--- src/rtl/uart_pkg.sv ---
// Shared constants for the UART receive path: entry layout of the frame FIFO
// and width of the errored-frame counter.
package uart_pkg;

   localparam int FLAG_BITS = 2;
   localparam int ERR_CNT_W = 8;

   function automatic int entry_w(input int dw);
      return dw + FLAG_BITS;
   endfunction

   // Flags sit directly above the payload: {stop_error, parity_error, payload}
   function automatic int par_bit(input int dw);
      return dw;
   endfunction

   function automatic int stop_bit(input int dw);
      return dw + 1;
   endfunction

endpackage

--- src/rtl/rx_fifo_mem.sv ---
// DEPTH x W register array: one synchronous write port, one asynchronous read port.
// Contents are deliberately not reset; validity is tracked by the owner.
module rx_fifo_mem #(
   parameter int DEPTH = 8,
   parameter int W     = 6,
   parameter int AW    = $clog2(DEPTH)
) (
   input  logic          clk,
   input  logic          i_wr_en,
   input  logic [AW-1:0] i_wr_addr,
   input  logic [W-1:0]  i_wr_data,
   input  logic [AW-1:0] i_rd_addr,
   output logic [W-1:0]  o_rd_data
);

   logic [W-1:0] r_mem [DEPTH];

   always_ff @(posedge clk) begin
      if (i_wr_en) r_mem[i_wr_addr] <= i_wr_data;
   end

   assign o_rd_data = r_mem[i_rd_addr];

endmodule

--- src/rtl/rx_frame_fifo.sv ---
// Receive frame FIFO behind the UART receiver: one capture per DATA_VALID rising edge,
// first-word-fall-through read handshake, sticky overflow and saturating error count.
module rx_frame_fifo
   import uart_pkg::*;
#(
   parameter int DATA_WIDTH = 4,
   parameter int DEPTH      = 8,
   parameter bit DROP_ERR   = 1'b0
) (
   input  logic                    clk,
   input  logic                    rst,
   input  logic                    DATA_VALID,
   input  logic [DATA_WIDTH-1:0]   P_DATA_OUT,
   input  logic                    parity_error,
   input  logic                    stop_error,
   input  logic                    rd_ready,
   output logic                    rd_valid,
   output logic [DATA_WIDTH-1:0]   rd_data,
   output logic                    rd_par_err,
   output logic                    rd_stop_err,
   output logic [$clog2(DEPTH):0]  count,
   output logic                    full,
   output logic                    empty,
   output logic                    overflow,
   output logic [ERR_CNT_W-1:0]    err_cnt,
   input  logic                    stat_clr
);

   localparam int AW  = $clog2(DEPTH);
   localparam int CW  = AW + 1;
   localparam int EW  = entry_w(DATA_WIDTH);
   localparam int PB  = par_bit(DATA_WIDTH);
   localparam int SB  = stop_bit(DATA_WIDTH);

   logic                 r_dv_q;
   logic [AW-1:0]        r_wptr;
   logic [AW-1:0]        r_rptr;
   logic [CW-1:0]        r_count;
   logic                 r_overflow;
   logic [ERR_CNT_W-1:0] r_err_cnt;

   logic          w_cap;
   logic          w_err;
   logic          w_wr;
   logic          w_full;
   logic          w_empty;
   logic          w_pop;
   logic          w_wr_ok;
   logic          w_ovf_set;
   logic          w_err_inc;
   logic [EW-1:0] w_wr_entry;
   logic [EW-1:0] w_rd_entry;

   assign w_cap     = DATA_VALID & ~r_dv_q;
   assign w_err     = parity_error | stop_error;
   assign w_wr      = w_cap & ~(DROP_ERR & w_err);
   assign w_full    = (r_count == CW'(DEPTH));
   assign w_empty   = (r_count == '0);
   assign w_pop     = ~w_empty & rd_ready;
   // A pop in the same cycle frees the slot the full-FIFO write needs.
   assign w_wr_ok   = w_wr & (~w_full | w_pop);
   assign w_ovf_set = w_wr & w_full & ~w_pop;
   assign w_err_inc = w_cap & w_err;

   always_comb begin
      w_wr_entry                   = '0;
      w_wr_entry[DATA_WIDTH-1:0]   = P_DATA_OUT;
      w_wr_entry[PB]               = parity_error;
      w_wr_entry[SB]               = stop_error;
   end

   rx_fifo_mem #(
      .DEPTH (DEPTH),
      .W     (EW),
      .AW    (AW)
   ) u_mem (
      .clk       (clk),
      .i_wr_en   (w_wr_ok),
      .i_wr_addr (r_wptr),
      .i_wr_data (w_wr_entry),
      .i_rd_addr (r_rptr),
      .o_rd_data (w_rd_entry)
   );

   always_ff @(posedge clk or negedge rst) begin
      if (!rst) begin
         r_dv_q  <= 1'b0;
         r_wptr  <= '0;
         r_rptr  <= '0;
         r_count <= '0;
      end else begin
         r_dv_q <= DATA_VALID;
         if (w_wr_ok) r_wptr <= r_wptr + AW'(1);
         if (w_pop)   r_rptr <= r_rptr + AW'(1);
         case ({w_wr_ok, w_pop})
            2'b10:   r_count <= r_count + CW'(1);
            2'b01:   r_count <= r_count - CW'(1);
            default: r_count <= r_count;
         endcase
      end
   end

   // Set/increment take priority over stat_clr in the same cycle.
   always_ff @(posedge clk or negedge rst) begin
      if (!rst) begin
         r_overflow <= 1'b0;
         r_err_cnt  <= '0;
      end else begin
         if (w_ovf_set)     r_overflow <= 1'b1;
         else if (stat_clr) r_overflow <= 1'b0;

         if (w_err_inc) begin
            if (stat_clr)              r_err_cnt <= ERR_CNT_W'(1);
            else if (r_err_cnt != '1)  r_err_cnt <= r_err_cnt + ERR_CNT_W'(1);
         end else if (stat_clr) begin
            r_err_cnt <= '0;
         end
      end
   end

   assign rd_valid    = ~w_empty;
   assign rd_data     = w_empty ? '0   : w_rd_entry[DATA_WIDTH-1:0];
   assign rd_par_err  = w_empty ? 1'b0 : w_rd_entry[PB];
   assign rd_stop_err = w_empty ? 1'b0 : w_rd_entry[SB];
   assign count       = r_count;
   assign full        = w_full;
   assign empty       = w_empty;
   assign overflow    = r_overflow;
   assign err_cnt     = r_err_cnt;

endmodule
--- config.mk ---
export PLATFORM = sky130hd
export DESIGN_NAME = rx_frame_fifo
export DESIGN_NICKNAME = d
export VERILOG_FILES = /design/src/rtl/uart_pkg.sv /design/src/rtl/rx_fifo_mem.sv /design/src/rtl/rx_frame_fifo.sv
export SDC_FILE = /design/constraint.sdc
export NUM_CORES = 1
export LEC_CHECK = 0
export ABC_CLOCK_PERIOD_IN_PS = 3000
export BUFFER_PORTS_ARGS = -buffer_cell sky130_fd_sc_hd__buf_4
export CORE_ASPECT_RATIO = 1.1
export CORE_MARGIN = 3
export CORE_UTILIZATION = 60
export DETAILED_ROUTE_END_ITERATION = 8
export HOLD_SLACK_MARGIN = 0.02
export PLACE_DENSITY = 0.8
export SYNTH_ARGS = -nofsm -noshare
export SYNTH_HDL_FRONTEND = slang
export SYNTH_SLANG_ARGS = --single-unit
--- constraint.sdc ---
create_clock -name clk -period 3 [get_ports clk]
set_input_delay 0.3 -clock clk [delete_from_list [all_inputs] [get_ports clk]]
set_output_delay 0.3 -clock clk [all_outputs]
set_load 0.02 [all_outputs]
# Word level (Yosys, flattened, before mapping)
# Memories as Yosys holds them, arrays and structs flattened.
# Cells that the tools add are included.
# classes
n_addsub,5
eq_ne,4
mux,12
bitwise,12
reduce_logical,6
# ops
operator,n
2-to-1 mux 8 bit,4
"adder 8 x 1 -> 8 bit, second input constant",1
"!= test 8 bit, second input constant",1
one-hot mux 4 bit (2 select lines),1
nonzero test 2 bit,4
"adder 3 x 1 -> 3 bit, second input constant",2
bitwise AND 1 bit,6
2-to-1 mux 1 bit,6
"adder 4 x 1 -> 4 bit, second input constant",1
"equality test 4 bit, second input constant",1
logical NOT 4 bit,1
2-to-1 mux 4 bit,1
inverter 1 bit,4
"subtractor 4 x 1 -> 4 bit, second input constant",1
"equality test 2 x 1 -> 1 bit, second input constant",1
"equality test 2 bit, second input constant",1
bitwise OR 1 bit,2
AND reduction 2 bit,1
# totals
reg_bits,20
ram_bits,48
out_inout_bits,22
wordCells,46
mem_count,1
# mem_list
memory,words,width,read_ports,rd_ports_with_merged_regs,wr,line,source
u_mem.r_mem,8,6,1,0,1,rx_fifo_mem.sv:16,logic [W-1:0] r_mem [DEPTH];

# Longest topological paths before layout
# Gate-level depths: netlist (run 1).
# depth
word_depth,7
depth_mapped,9

# Modules after synthesis
# From an unflattened synthesis (run 1), not the netlist that was laid out.
# unflattened
cells_unflattened,196
hier_area_um2,3051.7
# modules_own_cells
module,n_inst,cells_per_inst,area_per_inst_um2,seq_area_each_um2
rx_fifo_mem,1,82,1901.8,1441.4
rx_frame_fifo,1,114,1149.9,500.5

# Worst setup path before layout (run 1)
# Ideal clock, no wire load.
# synth_timing
kind,flip-flop to flip-flop
from,"reg r_count[1], in the netlist count[1]"
to,"reg r_count[2], in the netlist count[2]"
setup_time_ns,0.134
arrival_ns,2.079
t_required_ns,2.866
setup_slack_ns,0.787
stages_incl_launch_ff,9
path_buffers,1
path_cell_list,dfrtp_1 -> buf_6 -> o41ai_2 -> nor2_1 -> xor2_1 -> ha_1 -> nor4_1 -> a211oi_2 -> xnor2_1
# synth_via
elab_chain_cells,7
elab_cells_between_ends,13
classes_between,2 x add/sub; 3 x eq/ne; 1 x mux; 5 x bitwise; 2 x reduce/logical
# synth_rtl
element,line,source
start: declaration,rx_frame_fifo.sv:38,logic [CW-1:0] r_count;
start signal: assignment,rx_frame_fifo.sv:96,2'b10: r_count <= r_count + CW'(1);
start signal: assignment,rx_frame_fifo.sv:97,2'b01: r_count <= r_count - CW'(1);
start signal: assignment,rx_frame_fifo.sv:98,default: r_count <= r_count;
logical NOT 4 bit,rx_frame_fifo.sv:58,assign w_empty = (r_count == '0);
inverter 1 bit,rx_frame_fifo.sv:59,assign w_pop = ~w_empty & rd_ready;
bitwise AND 1 bit,rx_frame_fifo.sv:59,
bitwise OR 1 bit,rx_frame_fifo.sv:61,assign w_wr_ok = w_wr & (~w_full | w_pop);
bitwise AND 1 bit,rx_frame_fifo.sv:61,
equality test 2 x 1 -> 1 bit / equality test 2 bit (equally long branches),rx_frame_fifo.sv:95,"case ({w_wr_ok, w_pop})"
one-hot mux 4 bit (2 select lines) / nonzero test 2 bit (equally long branches),--,
# Parallel ways exist; a longest one is shown, timed or not.
# A chain may end at the register's enable or synchronous reset.

# Final worst setup path (run 1)
# layout_timing
from,reg r_rptr[0]
to,out rd_data[0]
# layout_via
elab_chain_cells,2
# layout_rtl
element,line,source
start: declaration,rx_frame_fifo.sv:37,logic [AW-1:0] r_rptr;
start signal: assignment,rx_frame_fifo.sv:94,if (w_pop) r_rptr <= r_rptr + AW'(1);
memory (8 x 6 bit),--,
2-to-1 mux 4 bit,rx_frame_fifo.sv:122,assign rd_data = w_empty ? '0 : w_rd_entry[DATA_WIDTH-1:0];
end: declaration,rx_frame_fifo.sv:18,"output logic [DATA_WIDTH-1:0] rd_data,"
# No other way between the ends.

==> results of run 1 <==
==> worst max path at each step <==
stage / from / to / slack (ns) / cells after the start
floorplan: count[1] / count[2] / 0.79 / 8
global placement: count[1] / count[2] / 0.85 / 7
detailed placement: count[1] / count[2] / 0.69 / 7
CTS: r_rptr[0] / rd_data[0] / 0.43 / 4
global route: r_rptr[0] / rd_data[0] / 0.29 / 4
finish: r_rptr[0] / rd_data[0] / 0.50 / 4
==> per-layer routing <==
layer  global-route usage, %  up-vias
met5                       0        -
met2                    36.8       66
li1                        -      860
met3                    5.88        2
met1                    28.5      950
met4                    5.98        0
==> per-stage QoR <==
| stage | power (W) | cells | utilization (%) | instance area (um2) | hold WS (ns) |
|---|---|---|---|---|---|
| 4_1_cts | 0.00302 | 304 | 74.0 | 3520 | 0.107 |
| 3_5_place_dp | 0.00230 | 287 | 69.8 | 3310 | 0.198 |
| 3_3_place_gp | 0.00225 | 287 | 69.8 | 3310 | 0.191 |
| 2_1_floorplan | 0.00197 | 200 | - | 3000 | 0.00441 |
| 6_report | 0.00299 | 304 | 74.0 | 3520 | 0.122 |
| 5_1_grt | 0.00317 | 304 | 74.0 | 3520 | 0.116 |
==> layout make-up <==
type | count | share of cell area (%)
clock inverters | 7 | 1.92
inverters | 4 | 0.605
flip-flops and latches | 68 | 55.2
clock buffers | 9 | 3.52
multi-input cells | 121 | 28.3
repair buffers | 39 | 8.40
well taps | 56 | 1.99
==> registers in the layout, indices dropped and copies added, names as in the netlist <==
name and count:
u_mem.r_mem 48, err_cnt 8, count 4, r_rptr 3
r_wptr 3, overflow 1, r_dv_q 1
==> cell families (layout without fill, tap and decap cells) <==
group	after synthesis	in the layout
AOI/OAI and AO/OA	22	22
xor gates and xnor gates	7	7
adders and majority gates	4	4
buffers and inverters	11	59
DFF	68	68
muxes	21	21
and+or+nand+nor	67	67
==> layout by cell type (no fill, tap or decap), types with 5 or more instances in the layout <==
master,netlist,routed
mux4_2,12,12
edfxtp_1,48,48
nand3_1,7,7
dfrtp_1,20,20
xnor2_1,6,6
mux2i_1,8,8
nor2_1,18,18
nor3_1,5,5
a21oi_1,6,6
nand2_1,17,17
clkbuf_8,0,9
buf_4,0,38
==> worst max-delay path, cell delays in order (launching register included) <==
cell,delay [ns]
dfrtp_1,0.84
mux4_2,0.60
mux2i_1,0.21
nor2_1,0.06
buf_4,0.16
==> report_power, final <==
part | internal, W | switching [W] | total [W]
Combinational | 0.000486 | 0.000446 | 0.000932
Clock | 0.000379 | 0.000337 | 0.000716
Sequential | 0.00112 | 0.000219 | 0.00134
Total | 0.00199 | 0.00100 | 0.00299
==> impl_metrics.py, run 1 <==
metrics = {
    "yosys": {
        "synth_top_family_by_area": "multiplexers",
        "ys_seq_area_share_pct": 64.8,
        "yosysTopAreaCell": "edfxtp_1",
        "yosys_warnings": 0,
        "syn_avg_cell_area_um2": 15.0,
        "synth.most_common_cell": "edfxtp_1",
        "async_flop_share_pct": 29.4,
        "synth.area.top_cells": "edfxtp_1 48%, dfrtp_1 17%, mux4_2 9.0%",
        "synthMuxAreaShare_pct": 12.1,
        "synth-xor-area-share_pct": 2.05,
        "netlist_instances": 200,
        "syn-cell-area_mm2": 0.00300,
        "yosys.area_share.simple_pct": 11.8,
        "syn-num-nets": 215,
        "synth_seq_cells": 68,
        "synth_edf_count": 48,
        "ys_types": 49,
        "synth_ff_type": "edfxtp_1",
        "synth_fa_ha_area_share_pct": 1.67,
        "synth_common_cells": "48 x edfxtp_1, 20 x dfrtp_1, 18 x nor2_1",
        "synth_compound_gate_area_share_pct": 5.63,
        "yosysTopAreaCellShare_pct": 48.1,
    },
    "cts": {
        "numClockSinks": 68,
        "cts_tree": "done",
        "ctsHtreeMaxLevel": 3,
        "cts_resized": 0,
        "numCtsBuffers": 9,
        "clk_pin_slew_ns": 0.07,
        "cts_buffer_depth": 2,
        "hold_buffers": 1,
        "root_buffer": "clkbuf_8",
        "clk_latency_ns": 0.33,
        "cts_setup_buffers": 0,
    },
    "die": {
        "die_y_um": 80.1,
        "die-width_um": 73.4,
        "io-pin-count": 33,
        "die_area_mm2": 0.00588,
        "core-area_mm2": 0.00475,
        "start_util_pct": 63.1,
        "rows": 26,
    },
    "worst_setup_path": {
        "critical_path_class": "flip-flop to primary output",
        "critPathMaxFanout": 13,
        "critical_path.endpoint_type": "primary output",
        "regToRegSetupSlack_ns": 0.65,
        "critPathLaunchType": "flip-flop",
        "timing.rr.end": "count[2]",
        "ff2ff_path_depth": 7,
        "cp.required_ns": 2.70,
        "r2r_start": "count[1]",
        "arrival_ns": 2.20,
    },
    "detailed_routing": {
        "wire_per_inst_um": 18.6,
        "ant_nets": 0,
        "wl_met3_um": 331,
        "first_iter_violations": 200,
        "avgViaCountPerCell": 6.18,
        "wl_met1_um": 2260,
        "wl_met2_um": 3040,
        "post-route-drc-count": 0,
        "vias": 1878,
        "routed.top_layer": "met4",
        "drt_pass1_iterations": 4,
        "drt_wl_total_um": 5650,
    },
    "layout": {
        "drive_gt1_share_pct": 31.9,
        "multi_input_area_um2": 996,
        "layout.nets": 258,
        "syn_to_final_growth_pct": 17.3,
        "fillers": 288,
        "num_antenna_cells": 0,
        "seqCellArea_mm2": 0.00194,
    },
    "worst_hold_path": {
        "hold_start": "DATA_VALID",
        "hold_class": "primary input to flip-flop",
        "min_to": "r_dv_q",
        "hold-path-cell-count": 1,
    },
    "pwr": {
        "cellPowerDensity_mw_per_mm2": 849,
        "irDropWorstVdd_uv": 460,
        "p_leak_nw": 1.32,
    },
    "timing": {
        "rsz0062_at_grt": "false",
        "fmaxAchievable_ghz": 0.400,
        "fin_crit_ns": 2.50,
        "worst_pin_slew_ns": 0.764,
        "hold_viol": 0,
        "timing.slew.headroom_pct": 49.1,
        "setup_tns_ns": 0,
        "final-setup-viol-count": 0,
        "finalMaxSlewViolations": 0,
        "fin_crit_sh_pct": 83.3,
        "fin_ws_ns": 0.501,
        "clock_skew_ns": 0.0117,
    },
    "global_route": {
        "grt_start_max_net_pins": 21,
        "grt_pass1_wl_um": 9430,
        "grt_pass1_vias": 1898,
        "grt_antenna_before_repair": 0,
        "overflow": 0,
        "grt.total_usage_pct": 22.0,
    },
    "placed_design": {
        "dpl_worst_slack_ns": 0.690,
        "gp_congestion": 0.872,
        "dpl.hpwl_um": 3890,
        "io_buffers": 32,
    },
    "outcome": {
        "status": "complete, no violations",
    },
    "job": {
        "max-cap-violations": 0,
    },
}
Note: power is estimated with default switching activity, not from simulation.
==> run 2: changes to the inputs <==
- ABC_CLOCK_PERIOD_IN_PS: 3000 -> 2300
- CORE_UTILIZATION: 60 -> 58
- PLACE_DENSITY: 0.8 -> 0.78
- clock period: 3 -> 2.3 ns (I/O delays scaled with it)
==> run 2 against run 1 <==
Effect of this change:
- global-route usage down 1.2 points
- clock-buffer cell count unchanged
- wire length up 1.6%
- critical endpoint is now count[2]
- largest cell class unchanged
- largest power group unchanged
==> impl_metrics.py, run 2 (synthesized netlist as in run 1, its figures left out) <==
metrics = {
    "worst_setup_path": {
        "critical_path.endpoint_type": "flip-flop",
        "worst-path-buf-inv": 3,
        "regToRegSetupSlack_ns": 0.13,
        "critical_path_class": "primary input to flip-flop",
        "crit_family": "buffers and inverters",
        "startpoint": "DATA_VALID",
        "ff2ff_path_depth": 7,
        "critPathLaunchType": "primary input",
        "r2r_start": "count[1]",
        "cp_slowest_cell": "dlygate4sd3_1",
        "cp_cell_sequence": "dlygate4sd3_1, buf_4, and2b_2, buf_4, nor2_1, xor2_1, ha_1, nor4_1, a211oi_2, xnor2_1",
        "crit_path_end": "count[2]",
        "cpMostUsedCell": "buf_4",
        "worst-path-stages": 10,
        "critPathMaxFanout": 6,
        "arrival_ns": 2.39,
        "cp.required_ns": 2.51,
        "slowest_delay_ns": 0.55,
        "timing.rr.end": "count[2]",
    },
    "pwr": {
        "irDropWorstVdd_uv": 771,
        "power_w": 0.00394,
        "p_leak_nw": 1.33,
        "cellPowerDensity_mw_per_mm2": 1110,
    },
    "layout": {
        "final_cell_mix": "48 x edfxtp_1, 39 x buf_4, 20 x dfrtp_1, 18 x nor2_1, 17 x nand2_1",
        "layout.nets": 260,
        "seqCellArea_mm2": 0.00194,
        "multi_input_area_um2": 996,
        "top_register": "u_mem.r_mem",
        "final_common_cell": "edfxtp_1",
        "largest_reg_flops": 48,
        "design_area_mm2": 0.00354,
        "syn_to_final_growth_pct": 18.2,
        "layoutNonFillerInstCount": 306,
        "num_antenna_cells": 0,
        "drive_gt1_share_pct": 32.4,
        "fillers": 299,
    },
    "die": {
        "start_util_pct": 62.3,
        "die_y_um": 81.4,
        "die-width_um": 74.6,
        "rows": 26,
        "die_area_mm2": 0.00607,
        "io-pin-count": 33,
        "core-area_mm2": 0.00481,
    },
    "timing": {
        "rsz0062_at_grt": "false",
        "timing.slew.headroom_pct": 36.7,
        "fin_ws_ns": 0.122,
        "hold_viol": 0,
        "fmaxAchievable_ghz": 0.459,
        "clock_skew_ns": 0.00844,
        "worst_pin_slew_ns": 0.942,
        "finalMaxSlewViolations": 0,
        "final-setup-viol-count": 0,
        "fin_crit_sh_pct": 94.7,
        "setup_tns_ns": 0,
        "fin_crit_ns": 2.18,
    },
    "detailed_routing": {
        "drt_wl_total_um": 5740,
        "drt_pass1_iterations": 4,
        "post-route-drc-count": 0,
        "first_iter_violations": 187,
        "wire_per_inst_um": 18.8,
        "avgViaCountPerCell": 6.10,
        "vias": 1866,
        "ant_nets": 0,
    },
    "cts": {
        "numCtsBuffers": 9,
        "root_buffer": "clkbuf_8",
        "clk_pin_slew_ns": 0.07,
        "clk_latency_ns": 0.34,
        "numClockSinks": 68,
        "cts_tree": "done",
        "cts_buffer_depth": 2,
        "ctsHtreeMaxLevel": 3,
    },
    "job": {
        "max-cap-violations": 0,
    },
    "global_route": {
        "overflow": 0,
        "grt_pass1_wl_um": 8870,
        "grt_start_max_net_pins": 21,
        "grt_pass1_vias": 1800,
        "grt.total_usage_pct": 20.9,
        "grt_antenna_before_repair": 0,
    },
    "placed_design": {
        "dpl_worst_slack_ns": 0.176,
        "place_area_mm2": 0.00332,
        "place_inst": 288,
        "io_buffers": 32,
        "dpl.hpwl_um": 3950,
        "gp_congestion": 0.914,
    },
    "worst_hold_path": {
        "hold_start": "stat_clr",
        "hold_class": "primary input to flip-flop",
    },
    "outcome": {
        "status": "complete, no violations",
    },
}
[run 2: layer usage]
metal	track usage, %	share of wire (%)
met5	0	0
met4	6.05	0.78
met3	7.55	5.8
met2	33.2	53
met1	27.0	41
[run 2: final cells by class]
cell class | instances | share of cell area, %
clock inverters | 7 | 2.15
repair buffers | 41 | 8.83
well taps | 56 | 1.98
multi-input cells | 121 | 28.1
inverters | 4 | 0.600
clock buffers | 9 | 3.50
flip-flops and latches | 68 | 54.8
[run 2: worst min path at each step]
stage | end | slack (ns) | cells after the start
finish | err_cnt[5] | 0.1 | 2
global route | err_cnt[4] | 0.09 | 2
CTS | r_dv_q | 0.03 | 1
detailed placement | err_cnt[2] | 0.12 | 1
global placement | err_cnt[1] | 0.12 | 1
floorplan | count[0] | -0.07 | 0
[run 2: what timing repair did]
item	in CTS	in global routing
hold endpoints to repair	20	1
gates resized for setup	0	0
setup endpoints to repair	0	0
hold buffers	1	1
buffers inserted	0	0
[run 2: stage by stage]
step           utilization (%)  hold slack [ns]
2_1_floorplan                -          -0.0656
3_3_place_gp              69.0            0.119
3_5_place_dp              69.0            0.123
4_1_cts                   73.4           0.0305
5_1_grt                   73.6           0.0880
6_report                  73.6           0.0991
[run 2: power by group]
group	switching, W	internal, W	total, W
sequential	0.000219	0.00146	0.00168
clock	0.000451	0.000505	0.000956
combinational	0.000655	0.000644	0.00130
==> run 3: changes to the inputs <==
- ABC_CLOCK_PERIOD_IN_PS: 2300 -> 2810
- CORE_UTILIZATION: 58 -> 60
- PLACE_DENSITY: 0.78 -> 0.8
- clock period: 2.3 -> 2.81 ns (I/O delays scaled with it)
==> run 3 against run 2 <==
Effect of this change:
- first-iteration DRC count is 34% lower
- utilization is 0.12 points lower
- sequential cell count stayed put
- sequential share of layout area is 0.85 points higher
- sequential power is 17% lower
- highest routed layer unchanged
- die area is 3.1% lower
- critical path depth is 3 lower
- clock power is 30% lower
- hold slack better by 0.0028 ns
- wire length is 0.87% lower
- design area is 1.5% lower
- largest power group unchanged
==> impl_metrics.py, run 3 (synthesized netlist as in run 1, its figures left out) <==
metrics = {
    "detailed_routing": {
        "first_iter_violations": 123,
        "post-route-drc-count": 0,
        "wire_per_inst_um": 18.7,
        "drt_pass1_iterations": 4,
        "vias": 1837,
        "ant_nets": 0,
        "avgViaCountPerCell": 6.04,
        "drt_wl_total_um": 5690,
    },
    "worst_setup_path": {
        "crit_path_end": "count[2]",
        "regToRegSetupSlack_ns": 0.42,
        "startpoint": "count[1]",
        "critPathLaunchType": "flip-flop",
        "critical_path_class": "flip-flop to flip-flop",
        "timing.rr.end": "count[2]",
        "critical_path.endpoint_type": "flip-flop",
        "cp.required_ns": 3.02,
        "r2r_start": "count[1]",
        "arrival_ns": 2.60,
        "ff2ff_path_depth": 7,
        "critPathMaxFanout": 9,
    },
    "layout": {
        "finish.utilization_pct": 73.4,
        "syn_to_final_growth_pct": 16.4,
        "largest_reg_flops": 48,
        "top_register": "u_mem.r_mem",
        "final_common_cell": "edfxtp_1",
        "layout.nets": 258,
        "fillers": 333,
        "num_antenna_cells": 0,
        "design_area_mm2": 0.00349,
        "drive_gt1_share_pct": 31.0,
        "final_cell_mix": "48 x edfxtp_1, 38 x buf_4, 20 x dfrtp_1, 18 x nor2_1, 17 x nand2_1",
    },
    "global_route": {
        "overflow": 0,
        "grt_pass1_vias": 1876,
        "grt_antenna_before_repair": 0,
        "grt_start_max_net_pins": 21,
        "grt_pass1_wl_um": 9400,
        "grt.total_usage_pct": 22.2,
    },
    "timing": {
        "timing.slew.headroom_pct": 54.4,
        "fmaxAchievable_ghz": 0.418,
        "whs_ns": 0.102,
        "finalMaxSlewViolations": 0,
        "fin_crit_sh_pct": 85.2,
        "setup_tns_ns": 0,
        "clock_skew_ns": 0.00715,
        "fin_crit_ns": 2.39,
        "final-setup-viol-count": 0,
        "worst_pin_slew_ns": 0.682,
        "rsz0062_at_grt": "false",
        "hold_viol": 0,
    },
    "placed_design": {
        "io_buffers": 32,
        "place_area_mm2": 0.00331,
        "dpl.hpwl_um": 4000,
        "gp_congestion": 0.861,
    },
    "cts": {
        "cts_tree": "done",
        "numClockSinks": 68,
        "cts_buffer_depth": 2,
        "numCtsBuffers": 9,
        "ctsHtreeMaxLevel": 3,
        "clk_pin_slew_ns": 0.06,
        "root_buffer": "clkbuf_8",
        "cts_resized": 0,
        "clk_latency_ns": 0.33,
    },
    "die": {
        "die_y_um": 80.1,
        "die_area_mm2": 0.00588,
        "die-width_um": 73.4,
        "core-area_mm2": 0.00475,
        "rows": 26,
        "start_util_pct": 63.1,
        "io-pin-count": 33,
    },
    "worst_hold_path": {
        "hold_class": "primary input to flip-flop",
        "hold_start": "DATA_VALID",
    },
    "pwr": {
        "power_w": 0.00311,
        "p_leak_nw": 1.31,
        "cellPowerDensity_mw_per_mm2": 891,
        "irDropWorstVdd_uv": 636,
    },
    "outcome": {
        "status": "complete, no violations",
    },
    "job": {
        "max-cap-violations": 0,
    },
}
run 3: worst min-delay path by stage:
stage | endpoint | slack [ns] | depth (start not counted)
6_report | r_dv_q | 0.10 | 1
5_1_grt | r_dv_q | 0.09 | 1
3_3_place_gp | count[1] | 0.17 | 1
2_1_floorplan | count[0] | -0.01 | 0
4_1_cts | r_dv_q | 0.09 | 1
3_5_place_dp | count[0] | 0.18 | 1
run 3: layout make-up:
cell class | count | area [um2] | share of cell area, %
clock buffers | 13 | 149 | 4.27
clock inverters | 3 | 15.0 | 0.430
inverters | 4 | 21.3 | 0.610
multi-input cells | 121 | 996 | 28.6
flip-flops and latches | 68 | 1940 | 55.7
well taps | 56 | 70.1 | 2.01
repair buffers | 39 | 295 | 8.46
run 3: metal layers:
metal	vias up	part of all wire (%)	GRT usage [%]	wire (um)
met5	-	0	0	0
met4	0	1.5	8.15	86
met3	8	5.3	5.01	303
met2	56	52	38.1	2990
met1	916	41	27.3	2310
li1	857	-	-	-
run 3: worst max-delay path, stage by stage (launching register included):
cell and delay, ns:
dfrtp_1 0.49, o41ai_2 0.60, nor2_1 0.14, xor2_1 0.18, ha_1 0.24, nor4_1 0.37, a211oi_2 0.10, xnor2_1 0.15
run 3: what timing repair did:
| item | in CTS | in global routing |
|---|---|---|
| hold endpoints to repair | 20 | 0 |
| hold buffers | 1 | 0 |
| buffers inserted | 0 | 0 |
run 3: metrics by stage:
stage                     worst slack, ns  std cells
after floorplan                     0.597        200
after global placement              0.665        287
after detailed placement            0.468        287
after CTS                           0.431        304
after global routing                0.300        304
final                               0.416        304
run 3: power by group:
group	internal [W]	switching, W	total [W]
combinational	0.000520	0.000530	0.00105
sequential	0.00120	0.000189	0.00139
clock	0.000341	0.000332	0.000673
